**config.mk**
```make
export PLATFORM = sky130hd
export DESIGN_NAME = da_tap_window
export DESIGN_NICKNAME = d
export VERILOG_FILES = /design/src/rtl/da_pkg.sv /design/src/rtl/da_tap_shift.sv /design/src/rtl/da_tap_window.sv
export SDC_FILE = /design/constraint.sdc
export NUM_CORES = 1
export LEC_CHECK = 0
export BUFFER_PORTS_ARGS = -buffer_cell sky130_fd_sc_hd__buf_2
export CORE_MARGIN = 2
export CORE_UTILIZATION = 50
export DETAILED_ROUTE_END_ITERATION = 8
export GPL_TIMING_DRIVEN = 1
export PLACE_DENSITY = 0.79
export SYNTH_ARGS = -nofsm -noshare
export SYNTH_HDL_FRONTEND = slang
export SYNTH_HIERARCHICAL = 1
export SYNTH_SLANG_ARGS = --single-unit
```
**constraint.sdc**
```tcl
create_clock -name clk -period 2.2 [get_ports clk]
set_clock_uncertainty 0.15 [all_clocks]
set_input_delay 0.11 -clock clk [delete_from_list [all_inputs] [get_ports clk]]
set_output_delay 0.11 -clock clk [all_outputs]
set_load 0.005 [all_outputs]
```
**src/rtl/da_pkg.sv**
```systemverilog
// rtl/da_pkg.sv - shared types and width helpers for the DA tap window
package da_pkg;

  typedef enum logic [1:0] {
    FILL  = 2'd0,
    READY = 2'd1,
    SLICE = 2'd2
  } da_state_t;

  localparam int DA_SLIDING = 0;
  localparam int DA_BLOCK   = 1;

  function automatic int idx_width(input int w);
    return (w > 1) ? $clog2(w) : 1;
  endfunction

  function automatic int fill_width(input int n);
    return $clog2(n + 1);
  endfunction

endpackage

```
**src/rtl/da_tap_shift.sv**
```systemverilog
// rtl/da_tap_shift.sv - N-deep W-bit tap delay line with shift enable and clear
module da_tap_shift
  import da_pkg::*;
#(
  parameter int W = 8,
  parameter int N = 16
) (
  input  logic           clk,
  input  logic           rst,
  input  logic           clr,
  input  logic           en,
  input  logic [W-1:0]   din,
  output logic [N*W-1:0] taps
);

  // Tap 0 holds the newest sample; older samples move toward tap N-1.
  always_ff @(posedge clk) begin
    if (rst || clr) begin
      taps <= '0;
    end else if (en) begin
      for (int k = N - 1; k > 0; k--) begin
        taps[k*W +: W] <= taps[(k-1)*W +: W];
      end
      taps[W-1:0] <= din;
    end
  end

endmodule

```
**src/rtl/da_tap_window.sv**
```systemverilog
// rtl/da_tap_window.sv - sample window that emits bit-slice table addresses to a DA accumulator
module da_tap_window
  import da_pkg::*;
#(
  parameter int W    = 8,
  parameter int N    = 16,
  parameter int MODE = DA_SLIDING
) (
  input  logic                     clk,
  input  logic                     rst,
  input  logic                     clr,
  input  logic                     in_valid,
  output logic                     in_ready,
  input  logic [W-1:0]             in_data,
  output logic [N*W-1:0]           taps,
  output logic [fill_width(N)-1:0] fill_count,
  output logic                     slice_valid,
  input  logic                     slice_ready,
  output logic [N-1:0]             slice_bits,
  output logic [idx_width(W)-1:0]  slice_idx,
  output logic                     slice_msb,
  output logic                     slice_last
);

  localparam int FW = fill_width(N);
  localparam int IW = idx_width(W);
  localparam logic [FW-1:0] FILL_FULL = FW'(N);
  localparam logic [IW-1:0] IDX_LAST  = IW'(W - 1);

  da_state_t      state, state_nx;
  logic [FW-1:0]  fill_nx;
  logic [IW-1:0]  idx_nx;
  logic           accept;
  logic           shift_en;
  logic           slice_hs;

  assign accept   = in_valid & in_ready;
  assign shift_en = accept & ~clr;
  assign slice_hs = slice_valid & slice_ready;

  da_tap_shift #(
    .W (W),
    .N (N)
  ) u_shift (
    .clk  (clk),
    .rst  (rst),
    .clr  (clr),
    .en   (shift_en),
    .din  (in_data),
    .taps (taps)
  );

  always_ff @(posedge clk) begin
    if (rst) begin
      state      <= FILL;
      fill_count <= '0;
      slice_idx  <= '0;
    end else begin
      state      <= state_nx;
      fill_count <= fill_nx;
      slice_idx  <= idx_nx;
    end
  end

  always_comb begin
    state_nx    = state;
    fill_nx     = fill_count;
    idx_nx      = slice_idx;
    in_ready    = 1'b0;
    slice_valid = 1'b0;
    case (state)
      FILL, READY: begin
        in_ready = ~rst;
        if (shift_en) begin
          if (fill_count != FILL_FULL) fill_nx = fill_count + 1'b1;
          // In READY the window is already full, so every accept starts a burst.
          if (fill_count >= FILL_FULL - 1'b1) state_nx = SLICE;
        end
      end
      SLICE: begin
        slice_valid = 1'b1;
        if (slice_hs) begin
          if (slice_idx == IDX_LAST) begin
            idx_nx = '0;
            if (MODE == DA_BLOCK) begin
              state_nx = FILL;
              fill_nx  = '0;
            end else begin
              state_nx = READY;
            end
          end else begin
            idx_nx = slice_idx + 1'b1;
          end
        end
      end
      default: state_nx = FILL;
    endcase
    if (clr) begin
      state_nx = FILL;
      fill_nx  = '0;
      idx_nx   = '0;
    end
  end

  always_comb begin
    slice_bits = '0;
    if (slice_valid) begin
      for (int k = 0; k < N; k++) begin
        slice_bits[k] = taps[k*W + int'(slice_idx)];
      end
    end
  end

  assign slice_msb  = (slice_idx == IDX_LAST);
  assign slice_last = slice_msb;

endmodule

```
After elaboration in Yosys (flattened, before gate mapping)
Index checks and enable logic that the tools add are counted.

Bits in registers: 138. Input bits: 13. Output and inout bits: 156. Word-level logic and storage cells: 114.

Add/sub/neg operators: 17. $lt $le $gt $ge: 17. Eq/ne operators: 8. Mux-type cells: 56. Bitwise operators: 5. Reduce and logical (&&, ||, !) cells: 7.

Operator list (count): $bmux W1 S7 (15); $add A7 B3 Y8 const A (8); $lt A8 B8 Y1 const B (8); $mux W1 (33); $lt A7 B8 Y1 const B (4); $add A6 B3 Y7 const A (4); $lt A6 B8 Y1 const B (2); $mux W16 (1); $add A5 B3 Y6 const A (2); $lt A3 B8 Y1 const B (1); $lt A5 B8 Y1 const B (1); $mux W2 (4); $ne A2 B2 Y1 const B (4); $add A4 B3 Y5 const A (1); $add A5 B1 Y5 const B (1); $ge A5 B4 Y1 const B (1); $ne A5 B5 Y1 const B (1); $pmux W2 S2 (1); $reduce_and A4 Y1 (1); $reduce_or A2 Y1 (2); $add A3 B1 Y3 const B (1); $and A1 B1 Y1 (3); $bmux W1 S3 (1); $eq A3 B3 Y1 const B (1); other kinds (8) (9).

Logic depth before layout (Yosys ltp)
Depth after elaboration: 7. Depth in mapped cells: 7. Depth with buffers taken out: 6.

Modules after synthesis
The synthesis kept the hierarchy.

By module, submodules not included: da_tap_shift (instances 1, cells each 413, area each 4687.0 sq um, seq. area each 2562.5 sq um); da_tap_window (instances 1, cells each 194, area each 1627.8 sq um, seq. area each 200.2 sq um).

Worst setup path after synthesis
No wires, ideal clock.

Kind: flip-flop to flip-flop. From: register state[1]. To: register u_shift.taps[105]. Setup time: 117 ps. Data arrival time: 1442 ps. Data required time: 1933 ps. Path slack: 491 ps. Cell stages (with the launch flop): 8. Buffers on the path: 3. Clock period less this slack: 1709 ps. Path through: dfxtp_1 buf_6 nand2b_1 nor2_1 buf_6 buf_12 mux2i_1 nor2_1.

Longest elaborated chain between the ends: 5. Elaborated cells on any way between the ends: 6. Classes of those cells: eq/ne: 1; mux: 1; bitwise: 2; reduce/logical: 2.

RTL lines: from (decl) (line da_tap_window.sv:30) `da_state_t state, state_nx;`; from (signal assigned) (line da_tap_window.sv:59) `state <= state_nx;`; $eq A2 B1 Y1 / $logic_not A2 Y1 (equally long branches) (line da_tap_window.sv:71) `case (state)`; $reduce_or A2 Y1 * (line da_tap_window.sv:71); $mux W1 * (line da_tap_window.sv:71); $and A1 B1 Y1 * (line da_tap_window.sv:37) `assign accept = in_valid & in_ready;`; $and A1 B1 Y1 * (line da_tap_window.sv:38) `assign shift_en = accept & ~clr;`; via shift_en (line da_tap_window.sv:34) `logic shift_en;`; to (signal, indexed assignment) (line da_tap_shift.sv:22) `taps[k*W +: W] <= taps[(k-1)*W +: W];`; to (signal, indexed assignment) (line da_tap_shift.sv:24) `taps[W-1:0] <= din;`; to (decl) (line da_tap_shift.sv:13) `output logic [N*W-1:0] taps`.

Mark *: on every way through the listed nets, which the timed path passes. The rest lies on a longest branch. A chain may end at the register's enable or synchronous reset.

Worst setup path after layout
From: register slice_idx[2]. To: output port slice_bits[14].

Longest elaborated chain between the ends: 5.

RTL lines: from (decl) (line da_tap_window.sv:20) `output logic [idx_width(W)-1:0] slice_idx,`; from (signal assigned) (line da_tap_window.sv:61) `slice_idx <= idx_nx;`; $add A7 B3 Y8 (line da_tap_window.sv:109) `slice_bits[k] = taps[k*W + int'(slice_idx)];`; $bmux W1 S7 (line da_tap_window.sv:109); $mux W1 (not written as such) (2 in a row) (line da_tap_window.sv:109); $mux W16 (line da_tap_window.sv:107) `if (slice_valid) begin`; to (decl) (line da_tap_window.sv:19) `output logic [N-1:0] slice_bits,`.

No other way between the ends. The select of a mux whose other input is x is not followed.

==> results.txt <==
Worst min-delay path class: primary input to flip-flop
Final worst path period need: 2184 ps
Met1 wire length: 7141 microns
Final Cycle Share: 0.9929
Placer Congestion: 0.8510
Final WS setup: 15.57 ps
I/O pin count: 169
HPWL after DPL: 10910 microns
Via Count: 5235
Hold Fails Final Rpt: 0
Setup TNS: 0 ps
Area grow syn2layout: 25.42%
CP Data Required Time: 1940 ps
Syn_nets: 625
Yosys warns: 6
Mapped Cells: 607
Root Driver: clkbuf_16
Slew headroom: 0.6898
Mux share of post-synthesis cell area: 0.3043
Syn_area_per_cell: 10.40 sq um
Synth Area in Adders: 0.009907
Residual DRC: 0
# setup viols final: 0
CTS tree: done
FMAX: 457.8 MHz
R2R setup slack: 190 ps
Total power: 5.614 mW
Global-route wire length before repair: 25420 microns
Htree depth: 4
Crit Path Max Fanout: 9
Arrival time worst endpoint: 1920 ps
Sw power: 1.132 mW
Max Cap Viol: 0
Top sig layer: met4
Met2 wire length: 7701 microns
Clock Power Share: 0.519
Drt pass-1 iters: 5
Hold depth: 4
Outcome: complete, no violations
Clock Path Buffers: 2
Die ar.: 13540 sq um
RSZ-0062 raised after global routing: yes
Core Area: 12470 sq um
DP Worst Slack: 244.7 ps
Combinational Power Share: 0.035
Vias per cell: 5.425
Switching Fraction: 0.2017
Worst R2R Path Depth: 6
WL final: 16400 microns
GRT overflow: 0
Die H: 116.4 microns
Hold Crit Start: in_data[0]
CP max stage delay: 550 ps
Simple-Gate Fraction of Synth Area: 0.1278
Starting Density: 0.5066
Antenna cells: 0
Final Slew Violations: 0
Worst-path clk slew: 50 ps
Number of global-route vias before repair: 4982
Row cnt: 41
CTS Sinks: 138
Main combinational cell family by area after synthesis: multiplexers
Met3 wire len: 1256 microns
Compound-Gate Fraction of Synth Area: 0.04537
Synth Area in XOR/XNOR: 0
Actual slew at the worst max-slew pin: 465.3 ps
P_leak: 3.178 nW
CP endpoint kind: primary output
Number of synthesized register bits: 138
Worst-skew pair later-pin latency: 420 ps
Worst Hold End: u_shift/taps[0]
Reg2reg end: slice_idx[2]
DR WL/cell: 17.00 microns
Initial antenna violation count: 0
Nets: 798
Critical path class: flip-flop to primary output
Die width: 116.4 microns
TritonCTS Buffers: 17
Port bufs: 168
Largest net degree at the start of global routing: 69
Critical-path cell list: or4b_4, buf_6, o22ai_2, or2_1, buf_2
Most common cell after layout, fill and taps aside: mux2i_1
Layout cells sized above 1: 0.2951
Final core utilization: 0.6354
Hold_ws: 309.6 ps
DR iter-0 viols: 344
Number of routed nets with antenna violations: 0
Worst path slowest cell: or4b_4
Reg power frac: 0.447
PwrDens: 708.9 nW/um^2
Share of synthesized area occupied by flip-flops and latches: 0.4375
Synth unique cells: 37
Commonest cells after routing, fill and taps aside: mux2i_1 (192), buf_2 (168), dfxtp_1 (133)
Startpoint types: flip-flop
Post-synthesis cell area: 6315 sq um
Fill cells: 1018
Reg-to-Reg Start: slice_idx[1]
Gr usage total: 0.2433
Internal power: 4.482 mW
Worst vdd ir: 0.4617 mV
==> power by group through the flow <==
| stage | logic (mW) | clock network [mW] | registers, mW |
|---|---|---|---|
| 2_1_floorplan | 0.173 | 0 | 2.56 |
| 3_3_place_gp | 0.169 | 0 | 2.56 |
| 3_5_place_dp | 0.174 | 0 | 2.56 |
| 4_1_cts | 0.193 | 2.97 | 2.51 |
| 5_1_grt | 0.208 | 3.08 | 2.51 |
| 6_report | 0.196 | 2.91 | 2.51 |
==> cell type report <==
| cell class | instances | area, sq um | area share |
|---|---|---|---|
| Clock inverter | 7 | 112.6 | 0.01422 |
| Clock buffer | 25 | 495.5 | 0.06256 |
| Timing Repair Buffer | 199 | 1182 | 0.1493 |
| Tap cell | 172 | 215.2 | 0.02717 |
| Sequential cell | 138 | 2776 | 0.3506 |
| Multi-Input combinational cell | 420 | 3123 | 0.3943 |
| Inverter | 4 | 15.01 | 0.001896 |
==> per-layer routing <==
metal / global-route usage / vias to the layer above
li1: - / 2474
met1: 0.3082 / 2525
met2: 0.3833 / 211
met3: 0.07940 / 25
met4: 0.1008 / 0
met5: 0 / -
==> sequential cells by signal, indices dropped and copies added, names as in the netlist <==
register	flops
u_shift/taps	128
state	2
slice_idx	3
fill_count	5
==> through the flow <==
stage	cell area, sq um	cells
after CTS	7906	964
after global placement	7076	914
after floorplan	6315	607
final	7920	965
after global routing	7920	965
after detailed placement	7076	914
==> worst max-delay path by stage <==
stage,cells after the start,to,start
floorplan,7,u_shift/taps[105],state[1]
global placement,4,slice_bits[15],state[1]
detailed placement,4,slice_bits[15],state[1]
CTS,5,slice_bits[15],slice_idx[2]
global route,5,slice_bits[13],slice_idx[2]
finish,5,slice_bits[14],slice_idx[2]
==> repair_timing <==
| item | CTS | global route |
|---|---|---|
| pin swaps | 0 | 1 |
| endpoints found under the setup margin | 16 | 16 |
| hold endpoints to repair | 14 | 0 |
| gates resized for setup | 12 | 2 |
| hold buffers | 14 | 0 |
| setup buffers | 4 | 1 |
==> cell families (layout without fill, tap and decap cells) <==
family,after synthesis,in the layout
muxes,192,192
and+or+nand+nor,178,178
DFF,138,138
buffers and inverters,49,235
AOI/OAI and AO/OA,45,45
adders and majority gates,5,5
==> cell usage after synthesis <==
master / instances / area, sq um
or3b_2: 1 / 8.760
buf_4: 1 / 7.510
nor4bb_1: 1 / 10.01
mux2i_1: 192 / 1922
or2_4: 1 / 8.760
nand4bb_1: 3 / 33.78
inv_1: 4 / 15.01
nor3b_1: 1 / 7.510
or3_1: 2 / 12.51
dfxtp_1: 138 / 2763
and2b_1: 1 / 7.510
nand3b_1: 1 / 7.510
a221oi_1: 1 / 8.760
nand3_1: 3 / 15.01
o32a_1: 1 / 10.01
or2_1: 11 / 68.82
o21ai_0: 3 / 15.01
or2b_1: 1 / 7.510
or4b_2: 1 / 10.01
nor2_1: 133 / 499.2
nand4_1: 2 / 12.51
or4b_1: 1 / 10.01
buf_6: 5 / 56.30
buf_8: 1 / 15.01
a21oi_1: 5 / 25.02
o22ai_1: 32 / 200.2
and3_1: 1 / 6.260
buf_2: 21 / 105.1
clkbuf_1: 4 / 15.01
or2_2: 6 / 37.54
buf_12: 13 / 260.3
nand4b_2: 1 / 15.01
o31ai_1: 1 / 7.510
nand2_1: 6 / 22.52
ha_1: 5 / 62.56
nand2b_1: 1 / 6.260
a32o_1: 2 / 20.02
==> critical path, delay by kind of cell, from the launching register on <==
kind / cells / cell delay, ps
and+or+nand+nor: 2 / 680
DFF: 1 / 360
buffers and inverters: 2 / 270
AOI/OAI and AO/OA: 1 / 190
Note: power is estimated with default switching activity, not from simulation.
